$ cat config.mk
export PLATFORM = sky130hd
export DESIGN_NAME = lvds_lane_aligner
export DESIGN_NICKNAME = d
export VERILOG_FILES = /design/src/rtl/lvds_lane_aligner.sv
export SDC_FILE = /design/constraint.sdc
export NUM_CORES = 1
export LEC_CHECK = 0
export BUFFER_PORTS_ARGS = -buffer_cell sky130_fd_sc_hd__buf_2
export CAP_MARGIN = 0
export CORE_MARGIN = 2
export CORE_UTILIZATION = 54
export CTS_CLUSTER_SIZE = 28
export DETAILED_ROUTE_END_ITERATION = 7
export PLACE_DENSITY_LB_ADDON = 0.3
export SLEW_MARGIN = 40
export SYNTH_ARGS = -nofsm -noshare
export SYNTH_HDL_FRONTEND = slang
export SYNTH_SLANG_ARGS = --single-unit
$ cat constraint.sdc
create_clock -name c -period 2.8 [get_ports c]
set_input_delay 0 -clock c [delete_from_list [all_inputs] [get_ports c]]
set_output_delay 0 -clock c [all_outputs]
set_load 0.02 [all_outputs]
$ cat src/rtl/lvds_lane_aligner.sv
// Word-alignment sequencer for one Python camera LVDS receiver (4 data lanes + sync lane).
// Optional statistics outputs (slip_log, align_cycles) are built when LVDS_LANE_ALIGNER_STATS_EN is defined.
module lvds_lane_aligner #(
  parameter logic [7:0]  TRAIN_WORD = 8'hE9,
  parameter int unsigned SETTLE_CYC = 16,
  parameter int unsigned MATCH_CNT  = 32,
  parameter int unsigned MAX_SLIPS  = 8
) (
  input  logic        c,
  input  logic        rst_n,
  input  logic        start,
  input  logic        rx_locked,
  input  logic [39:0] rxd,
  output logic [4:0]  rxd_align,
  output logic        busy,
  output logic        done,
  output logic        fail,
  output logic [4:0]  lane_ok
`ifdef LVDS_LANE_ALIGNER_STATS_EN
  ,
  output logic [19:0] slip_log,
  output logic [23:0] align_cycles
`endif
);

  typedef enum logic [2:0] {
    ST_IDLE,
    ST_SETTLE,
    ST_CHECK,
    ST_SLIP,
    ST_NEXT
  } state_e;

  localparam logic [7:0] SETTLE_LAST = 8'(SETTLE_CYC - 1);
  localparam logic [7:0] MATCH_LAST  = 8'(MATCH_CNT - 1);
  localparam logic [3:0] SLIP_LIMIT  = 4'(MAX_SLIPS);
  localparam logic [2:0] LAST_LANE   = 3'd4;

  state_e      state_q;
  logic [2:0]  lane_q;
  logic [7:0]  settle_q;
  logic [7:0]  match_q;
  logic [3:0]  slip_q;
  logic [4:0]  rxd_align_q;
  logic [4:0]  lane_ok_q;
  logic        busy_q;
  logic        done_q;
  logic        fail_q;

  logic        start_meta_q;
  logic        start_sync_q;
  logic        start_prev_q;
  logic        lock_meta_q;
  logic        lock_sync_q;

  logic        start_rise;
  logic        start_go;
  logic        lock_lost;
  logic [4:0]  lane_bit;
  logic [7:0]  lane_word;

  assign start_rise = start_sync_q & ~start_prev_q;
  assign start_go   = (state_q == ST_IDLE) && start_rise;
  assign lock_lost  = (state_q != ST_IDLE) && !lock_sync_q;
  assign lane_bit   = 5'b00001 << lane_q;

  always_comb begin
    lane_word = rxd[39:32];
    case (lane_q)
      3'd0:    lane_word = rxd[7:0];
      3'd1:    lane_word = rxd[15:8];
      3'd2:    lane_word = rxd[23:16];
      3'd3:    lane_word = rxd[31:24];
      default: lane_word = rxd[39:32];
    endcase
  end

  // NOTE: every register here is updated with <= so all of them sample pre-edge values
  // consistently; a blocking assignment would let later lines see half-updated state.
  always_ff @(posedge c or negedge rst_n) begin
    if (!rst_n) begin
      start_meta_q <= 1'b0;
      start_sync_q <= 1'b0;
      start_prev_q <= 1'b0;
      lock_meta_q  <= 1'b0;
      lock_sync_q  <= 1'b0;
      state_q      <= ST_IDLE;
      lane_q       <= 3'd0;
      settle_q     <= 8'd0;
      match_q      <= 8'd0;
      slip_q       <= 4'd0;
      rxd_align_q  <= 5'd0;
      lane_ok_q    <= 5'd0;
      busy_q       <= 1'b0;
      done_q       <= 1'b0;
      fail_q       <= 1'b0;
    end else begin
      start_meta_q <= start;
      start_sync_q <= start_meta_q;
      start_prev_q <= start_sync_q;
      lock_meta_q  <= rx_locked;
      lock_sync_q  <= lock_meta_q;

      // The bitslip strobe defaults low so it can only ever last the single SLIP cycle.
      rxd_align_q  <= 5'd0;

      if (lock_lost) begin
        state_q   <= ST_IDLE;
        busy_q    <= 1'b0;
        done_q    <= 1'b1;
        fail_q    <= 1'b1;
        lane_ok_q <= 5'd0;
      end else begin
        case (state_q)
          ST_IDLE: begin
            if (start_rise) begin
              state_q   <= ST_SETTLE;
              busy_q    <= 1'b1;
              done_q    <= 1'b0;
              fail_q    <= 1'b0;
              lane_ok_q <= 5'd0;
              lane_q    <= 3'd0;
              slip_q    <= 4'd0;
              settle_q  <= 8'd0;
              match_q   <= 8'd0;
            end
          end

          ST_SETTLE: begin
            if (settle_q == SETTLE_LAST) begin
              state_q  <= ST_CHECK;
              settle_q <= 8'd0;
              match_q  <= 8'd0;
            end else begin
              settle_q <= settle_q + 8'd1;
            end
          end

          ST_CHECK: begin
            if (lane_word == TRAIN_WORD) begin
              if (match_q == MATCH_LAST) begin
                lane_ok_q <= lane_ok_q | lane_bit;
                state_q   <= ST_NEXT;
              end else begin
                match_q <= match_q + 8'd1;
              end
            end else if (slip_q == SLIP_LIMIT) begin
              fail_q  <= 1'b1;
              state_q <= ST_NEXT;
            end else begin
              rxd_align_q <= lane_bit;
              state_q     <= ST_SLIP;
            end
          end

          ST_SLIP: begin
            slip_q   <= slip_q + 4'd1;
            settle_q <= 8'd0;
            state_q  <= ST_SETTLE;
          end

          ST_NEXT: begin
            if (lane_q == LAST_LANE) begin
              state_q <= ST_IDLE;
              busy_q  <= 1'b0;
              done_q  <= 1'b1;
            end else begin
              lane_q   <= lane_q + 3'd1;
              slip_q   <= 4'd0;
              settle_q <= 8'd0;
              state_q  <= ST_SETTLE;
            end
          end

          default: begin
            state_q <= ST_IDLE;
            busy_q  <= 1'b0;
          end
        endcase
      end
    end
  end

  assign rxd_align = rxd_align_q;
  assign busy      = busy_q;
  assign done      = done_q;
  assign fail      = fail_q;
  assign lane_ok   = lane_ok_q;

`ifdef LVDS_LANE_ALIGNER_STATS_EN
  logic [19:0] slip_log_q;
  logic [23:0] cycles_q;

  // Slip counts are latched when a lane is finished (pass or give-up) in NEXT.
  always_ff @(posedge c or negedge rst_n) begin
    if (!rst_n) begin
      slip_log_q <= 20'd0;
      cycles_q   <= 24'd0;
    end else if (start_go) begin
      slip_log_q <= 20'd0;
      cycles_q   <= 24'd0;
    end else begin
      if (busy_q && (cycles_q != 24'hFF_FFFF)) begin
        cycles_q <= cycles_q + 24'd1;
      end
      if ((state_q == ST_NEXT) && !lock_lost) begin
        for (int k = 0; k < 5; k++) begin
          if (lane_q == 3'(k)) begin
            slip_log_q[4*k +: 4] <= slip_q;
          end
        end
      end
    end
  end

  assign slip_log     = slip_log_q;
  assign align_cycles = cycles_q;
`endif

endmodule

; Word-level counts from Yosys, hierarchy flattened
; Cells that the tools add are included.
[totals]
reg_bits = 44
in_bits = 44
output_inout_bits = 13
word_cells = 115
[op_classes]
reduce_logical = 21
shifts = 1
bitwise = 4
addsub = 4
mux = 44
eq_ne = 26
[op_table]
columns = operator, count
row1 = one-hot mux 8 bit (4 select lines), 2
row2 = two-way mux 8 bit, 6
row3 = two-way mux 5 bit, 8
row4 = two-way mux 3 bit, 8
row5 = one-hot mux 8 bit (3 select lines), 1
row6 = != test 3 bit (second input constant), 7
row7 = AND reduction 4 bit, 5
row8 = adder 8 x 1 -> 8 bit (second input constant), 2
row9 = one-hot mux 3 bit (5 select lines), 1
row10 = nonzero test 3 bit, 5
row11 = == test 3 x 2 -> 1 bit (second input constant), 4
row12 = one-hot mux 4 bit (3 select lines), 1
row13 = two-way mux 1 bit, 10
row14 = != test 2 bit (second input constant), 5
row15 = one-hot mux 5 bit (2 select lines), 1
row16 = AND reduction 3 bit, 3
row17 = == test 8 x 4 -> 1 bit (second input constant), 1
row18 = == test 8 x 5 -> 1 bit (second input constant), 1
row19 = == test 8 bit (second input constant), 1
row20 = two-way mux 4 bit, 2
row21 = == test 3 x 1 -> 1 bit (second input constant), 2
row22 = == test 3 bit (second input constant), 2
row23 = logical NOT 3 bit, 2
row24 = one-hot mux 3 bit (2 select lines), 1
row25 = other kinds (17), 19

; Logic depth before layout (Yosys ltp)
; Gate-level depths: netlist (run 1).
[depth]
depth_word = 6
mapped_depth = 10
ltp_nobuf = 8

; Worst setup path before layout (run 1)
; No wires, ideal clock.
[synth_timing]
kind = reg2reg
startpoint = register lane_q[0]
endpoint = register state_q[1]
setup_time_ps = 120
path_slack_ps = 580
n_path_buf = 0
t_arrival_ps = 2100
path_stages_with_launch = 9
cell_sequence = dfrtp_1 ha_1 ha_1 a22o_1 a221oi_1 a2111oi_1 o22ai_1 or2b_1 a31o_2
[synth_via]
elab_chain_len = 6
elab_cells_between_ends = 11
cone_classes = 5 x eq/ne / 4 x mux / 2 x reduce/logical
[synth_lines]
columns = item, line_no
row1 = from (decl), 40  ; logic [2:0] lane_q;
row2 = from (signal assigned), 168  ; lane_q <= lane_q + 3'd1;
row3 = == test 3 x 2 -> 1 bit (tied with other cells), 69  ; case (lane_q)
row4 = one-hot mux 8 bit (4 select lines) *, 69
row5 = == test 8 bit *, 140  ; if (lane_word == TRAIN_WORD) begin
row6 = two-way mux 3 bit, 140
row7 = one-hot mux 3 bit (5 select lines), 114  ; case (state_q)
row8 = two-way mux 3 bit, 107  ; if (lock_lost) begin
row9 = to (signal assigned), 108  ; state_q <= ST_IDLE;
row10 = to (signal assigned), 117  ; state_q <= ST_SETTLE;
row11 = to (signal assigned), 143  ; state_q <= ST_NEXT;
row12 = to (decl), 39  ; state_e state_q;
; Mark *: on every way between the ends. The rest lies on a longest branch, timed or not.
; A chain may end at the register's enable or synchronous reset.

; Worst setup path in the final report (run 1)
[layout_timing]
startpoint = register lane_q[0]
endpoint = register match_q[5]
[layout_via]
elab_chain_len = 5
elab_cells_between_ends = 8
cone_classes = 5 x eq/ne / 1 x mux / 2 x reduce/logical
[layout_lines]
columns = item, line_no
row1 = == test 3 x 2 -> 1 bit (tied with other cells), 69
row2 = one-hot mux 8 bit (4 select lines) *, 69
row3 = == test 8 bit *, 140
row4 = != test 2 bit (no line) *, --
row5 = AND reduction 6 bit (no line) *, --
row6 = to (signal assigned), 145  ; match_q <= match_q + 8'd1;
row7 = to (decl), 42  ; logic [7:0] match_q;
; Marks and branches as above.

==> metrics.cfg, run 1 <==
[clock_network]
clockBufferDepth=2
cts.sinks=44
post_cts_buffers=0
path_clk_slew_ns=0.08
cts_made_buffers=5
cts_max_level=2
cts-root-buf=clkbuf_8
clk_latency_ns=0.30
cts_tree=built

[synthesis]
synth-seq-area-share=0.453
synth_top_area_share=0.453
synthMostInstantiatedCell=dfrtp_1
ys_ff_latch=44
synth_common_cells=dfrtp_1, nand2_1, o21ai_0, nor2_1, nand3_1
synth_cell_types=49
async_flop_share=1.00
syn-num-nets=322
ys.flop_type=dfrtp_1
synth_cells=269
syn_avg_cell_area_um2=9.03
netlist_area_um2=2430
synth_top_area_cell=dfrtp_1
yosys_warnings=0
synthTopCellsByArea=dfrtp_1, nand2_1, o21ai_0
synth_edf_count=0

[timing]
final_hold_viol_count=0
slew_viol_final=0
fin_crit_sh=0.913
finalSetupTns_ns=0
layout_setup_ws_ns=0.243
setup_violations=0
slew_headroom=0.489
tightest_slew_ns=0.757
min_period_ns=2.56
rsz0062_at_grt=false
finClkSkew_ns=0.00941
fmax_mhz=391

[power]
p_leak_nw=1.39
power.density_nw_per_um2=425
vdd_drop_max_mv=0.325

[layout]
synthToLayoutAreaGrowth_pct=18.7
multi_input_area_um2=1240
seq_area_um2=1100
fill_cells=362
num_antenna_cells=0
nets=384
design_area_um2=2880
drive_gt1_frac=0.227

[global_routing]
grt_max_degree=45
gr-total-overflow=0
grt_antenna_before_repair=0
grt_pass1_vias=2124
track_usage=0.242
grt_pass1_wl_um=9630

[floorplan]
die_y_um=71.1
die_area_um2=5050
ioPinCount=57
start_util=0.558
core_area_um2=4350
rows=24
die_w_um=71.1

[placed_design]
placed_area_um2=2760
gp_congestion=0.899
portBuffers=56
place_ws_ns=0.190
hpwl_um=4220

[routing]
ant_nets=0
drt-total-wl_um=5750
vias=2312
drc=0
first_pass_iters=4
via_per_inst=6.04
drtIter0Drc=161
post_drt_wl_per_cell_um=15.0

[setup_path]
cp_data_arrival_time_ns=2.80
cp_max_fo=8
crit_required_ns=3.04
worstSetupPathType=reg2reg
end_kind=register
r2r_cells=9
start_kind=register

[worst_hold_path]
worstHoldPathType=in2async

[outcome]
status=finished, final reports clean

[run]
maxCapViolations=0

[path summary, 6_finish.rpt]
path	start	slack, ns	to
hold reg to reg	start_meta_q	0.35	start_sync_q
min in group c	start	0.34	start_meta_q
setup reg to reg	lane_q[0]	0.24	match_q[5]
setup / recovery	lane_q[0]	0.24	match_q[5]
max in group asynchronous	rst_n	2.20	settle_q[0]
hold / removal	rst_n	0.22	lane_ok[0]
[flip-flops by register name, summed over array words and instances (netlist names)]
signal / flops
busy: 1
done: 1
fail: 1
lane_ok: 5
lane_q: 3
lock_meta_q: 1
lock_sync_q: 1
match_q: 8
rxd_align: 5
settle_q: 8
slip_q: 4
start_meta_q: 1
start_prev_q: 1
start_sync_q: 1
state_q: 3
[kinds of logic (layout without fill, tap and decap cells)]
logic type	Yosys count	after routing	synth area share
buffers and inverters	22	84	0.0392
flip-flops	44	44	0.453
adder cells (fa/ha/maj)	9	9	0.0464
multiplexers	2	2	0.0103
AND/OR/NAND/NOR	114	114	0.239
XOR/XNOR	2	2	0.00721
AO/OA/AOI/OAI	76	76	0.205
[worst max-delay path, stage by stage, from the launching register on]
cell     delay (ns)
dfrtp_1        0.42
ha_1           0.17
ha_1           0.28
a22oi_1        0.13
a22o_1         0.23
nor4_2         0.29
o22ai_2        0.19
buf_4          0.19
or4_1          0.49
nand3_1        0.10
[report_power, final]
group | total [mW] | internal [mW] | switching (mW)
Sequential | 0.684 | 0.656 | 0.0279
Combinational | 0.158 | 0.0666 | 0.0918
Clock | 0.382 | 0.170 | 0.212
[stage by stage]
step / hold WS (ns) / instances / total power [mW] / utilization
2_1_floorplan: -0.296 / 269 / 0.773 / -
3_3_place_gp: 0.107 / 373 / 0.847 / 0.634
3_5_place_dp: 0.0220 / 373 / 0.850 / 0.635
4_1_cts: 0.225 / 383 / 1.24 / 0.659
5_1_grt: 0.278 / 383 / 1.29 / 0.662
6_report: 0.219 / 383 / 1.22 / 0.662
[area by class of cell]
cell class | instances | area share
Clock buffer | 6 | 0.0252
Clock inverter | 1 | 0.00174
Inverter | 14 | 0.0182
Multi-Input combinational cell | 203 | 0.431
Sequential cell | 44 | 0.382
Tap cell | 52 | 0.0226
Timing Repair Buffer | 63 | 0.119
[metal layers]
metal	vias up	wire (um)	GRT usage
li1	1109	-	-
met1	1082	2410	0.312
met2	103	2690	0.374
met3	18	487	0.0698
met4	0	160	0.122
met5	-	0	0
[cells in the final DEF (no fill, tap or decap), types with 3 or more instances in the layout]
cell type,instances
a21oi_1,13
a22o_1,8
a22oi_1,4
a31oi_1,3
and3_1,5
buf_2,55
buf_4,5
clkbuf_8,5
dfrtp_1,44
dlygate4sd3_1,3
ha_1,9
inv_1,14
nand2_1,37
nand2b_1,5
nand3_1,16
nand4_1,5
nor2_1,21
nor3_1,5
o211ai_1,5
o21ai_0,23
o31ai_1,6
or4_1,4
[what timing repair did]
item / 4_1_cts / 5_1_grt
resized for setup: 0 / 2
setup endpoints to repair: 0 / 8
hold buffers: 3 / 0
endpoints found under the hold margin: 46 / 0
Note: power is estimated with default switching activity, not from simulation.
==> run 2: changes to the inputs <==
--- a/config.mk
+++ b/config.mk
@@ -8,7 +8,7 @@
 export BUFFER_PORTS_ARGS = -buffer_cell sky130_fd_sc_hd__buf_2
 export CAP_MARGIN = 0
 export CORE_MARGIN = 2
-export CORE_UTILIZATION = 54
+export CORE_UTILIZATION = 28
 export CTS_CLUSTER_SIZE = 28
 export DETAILED_ROUTE_END_ITERATION = 7
 export PLACE_DENSITY_LB_ADDON = 0.3
==> run 2 against run 1 <==
Critical path depth stayed put; via count shrank 3.0%; largest cell class unchanged; first-iteration DRC count shrank 6.8%.
==> metrics.cfg, run 2 (synthesis results as in run 1) <==
[routing]
via_per_inst=5.11  ; was 6.04
vias=2242  ; was 2312
ant_nets=0  ; unchanged
first_pass_iters=5  ; was 4
drt-total-wl_um=6320  ; was 5750 um
drtIter0Drc=150  ; was 161
post_drt_wl_per_cell_um=14.4  ; was 15.0 um
drc=0  ; unchanged

[global_routing]
grt_pass1_vias=2143  ; was 2124
track_usage=0.132  ; was 0.242
gr-total-overflow=0  ; unchanged
grt_antenna_before_repair=0  ; unchanged
grt_max_degree=45  ; unchanged
grt_pass1_wl_um=10400  ; was 9630 um

[setup_path]
worstSetupPathType=reg2reg  ; unchanged
cp_num_buf_inv=2  ; was 1
crit_chain=inv_1 -> ha_1 -> a22oi_1 -> a22o_1 -> nor4_2 -> o22ai_2 -> buf_4 -> or4_1 -> nand3_1  ; was ha_1 -> ha_1 -> a22oi_1 -> a22o_1 -> nor4_2 -> o22ai_2 -> buf_4 -> or4_1 -> nand3_1
cpPeakStageDelay_ns=0.50  ; was 0.49 ns
cp_top_family=simple AND/OR/NAND/NOR gates  ; unchanged
cp_data_arrival_time_ns=2.79  ; was 2.80 ns
slowest_stage=or4_1  ; unchanged
cp_max_fo=8  ; unchanged
crit_required_ns=3.04  ; about the same
end_kind=register  ; unchanged
start_kind=register  ; unchanged

[layout]
layout_common_cells=buf_2, dfrtp_1, nand2_1, o21ai_0, nor2_1  ; unchanged
num_antenna_cells=0  ; unchanged
drive_gt1_frac=0.237  ; was 0.227
fin_util=0.361  ; was 0.662
synthToLayoutAreaGrowth_pct=23.4  ; was 18.7%
reg_top3=match_q: 8 flops, settle_q: 8 flops  ; unchanged
design_area_um2=3000  ; was 2880 um^2
fill_cells=845  ; was 362
nets=386  ; was 384
mostFrequentLayoutCell=buf_2  ; unchanged
fin_cells=439  ; was 383

[timing]
fmax_mhz=391  ; about the same
rsz0062_at_grt=false  ; unchanged
setup_violations=0  ; unchanged
final_hold_viol_count=0  ; unchanged
slew_viol_final=0  ; unchanged
min_period_ns=2.56  ; about the same
finClkSkew_ns=0.00511  ; was 0.00941 ns
slew_headroom=0.471  ; was 0.489
tightest_slew_ns=0.784  ; was 0.757 ns
finalSetupTns_ns=0  ; unchanged
fin_crit_sh=0.913  ; about the same

[clock_network]
post_cts_buffers=0  ; unchanged
clockBufferDepth=2  ; unchanged
cts_made_buffers=5  ; unchanged
cts.sinks=44  ; unchanged
path_clk_slew_ns=0.09  ; was 0.08 ns
cts_tree=built  ; unchanged
clk_latency_ns=0.30  ; about the same
cts_max_level=2  ; unchanged
cts-root-buf=clkbuf_8  ; unchanged

[placed_design]
hpwl_um=4700  ; was 4220 um
placed_cells=428  ; was 373
placed_area_um2=2850  ; was 2760 um^2
portBuffers=56  ; unchanged
gp_congestion=0.837  ; was 0.899

[floorplan]
die_area_um2=9430  ; was 5050 um^2
die_y_um=97.1  ; was 71.1 um
rows=33  ; was 24
core_area_um2=8300  ; was 4350 um^2
die_w_um=97.1  ; was 71.1 um
start_util=0.293  ; was 0.558
ioPinCount=57  ; unchanged

[power]
p_clk_frac=0.365  ; was 0.312
p_leak_nw=1.41  ; was 1.39 nW
p_int_mw=0.990  ; was 0.892 mW
combPwrFrac=0.126  ; was 0.129
p_seq_frac=0.509  ; was 0.558
vdd_drop_max_mv=0.199  ; was 0.325 mV
switching_share=0.259  ; was 0.271
power.density_nw_per_um2=446  ; was 425 nW/um^2
p_switching_mw=0.347  ; was 0.332 mW

[worst_hold_path]
worstHoldPathType=in2async  ; unchanged

[outcome]
status=finished, final reports clean  ; unchanged

[run]
maxCapViolations=0  ; unchanged

## run 2: power by group through the flow
stage / clock network, mW / registers (mW) / logic (mW)
3_5_place_dp: 0 / 0.692 / 0.165
6_report: 0.488 / 0.680 / 0.169
4_1_cts: 0.504 / 0.680 / 0.169
5_1_grt: 0.520 / 0.684 / 0.193
2_1_floorplan: 0 / 0.693 / 0.0799
3_3_place_gp: 0 / 0.692 / 0.165
## run 2: path summary, 6_finish.rpt
kind	startpoint	cells after the start	end	slack (ns)
worst min register to register	start_meta_q	0	start_sync_q	0.35
min in group c	start	2	start_meta_q	0.33
worst min-delay path	rst_n	2	settle_q[6]	0.22
worst max register to register	lane_q[0]	9	match_q[5]	0.24
worst max-delay path	lane_q[0]	9	match_q[5]	0.24
max in group asynchronous	rst_n	2	lane_q[1]	2.18
## run 2: metrics by stage
step / hold WS, ns / power (mW) / worst slack, ns
finish: 0.221 / 1.34 / 0.243
global route: 0.304 / 1.40 / 0.0698
CTS: 0.251 / 1.35 / 0.109
detailed placement: 0.0400 / 0.857 / 0.122
global placement: 0.116 / 0.856 / 0.227
floorplan: -0.296 / 0.773 / 0.580
## run 2: final cells by class
type                       count  area [um^2]  share of cell area
sequential                    44         1100               0.367
tap                          105          131              0.0438
multi-input combinational    203         1250               0.416
clock buffer                   6         72.6              0.0242
timing repair buffer          65          358               0.119
clock inverter                 2         35.0              0.0117
inverter                      14         52.6              0.0175
## run 2: worst register-to-register path: cells and delay by family (launching register included)
kind / cells / cell delay, ns
buffers and inverters: 2 / 0.31
AOI/OAI and AO/OA: 3 / 0.60
adders and majority gates: 1 / 0.31
DFF: 1 / 0.42
and+or+nand+nor: 3 / 0.86
## run 2: layer usage
| metal | wire (um) | track usage |
|---|---|---|
| met1 | 2900 | 0.175 |
| met2 | 2860 | 0.212 |
| met3 | 413 | 0.0302 |
| met4 | 144 | 0.0498 |
| met5 | 0 | 0 |
## run 2: repair_timing
action	in CTS	in global routing
endpoints found under the setup margin	0	9
gates resized for setup	0	3
endpoints found under the hold margin	46	0
hold buffers	3	0
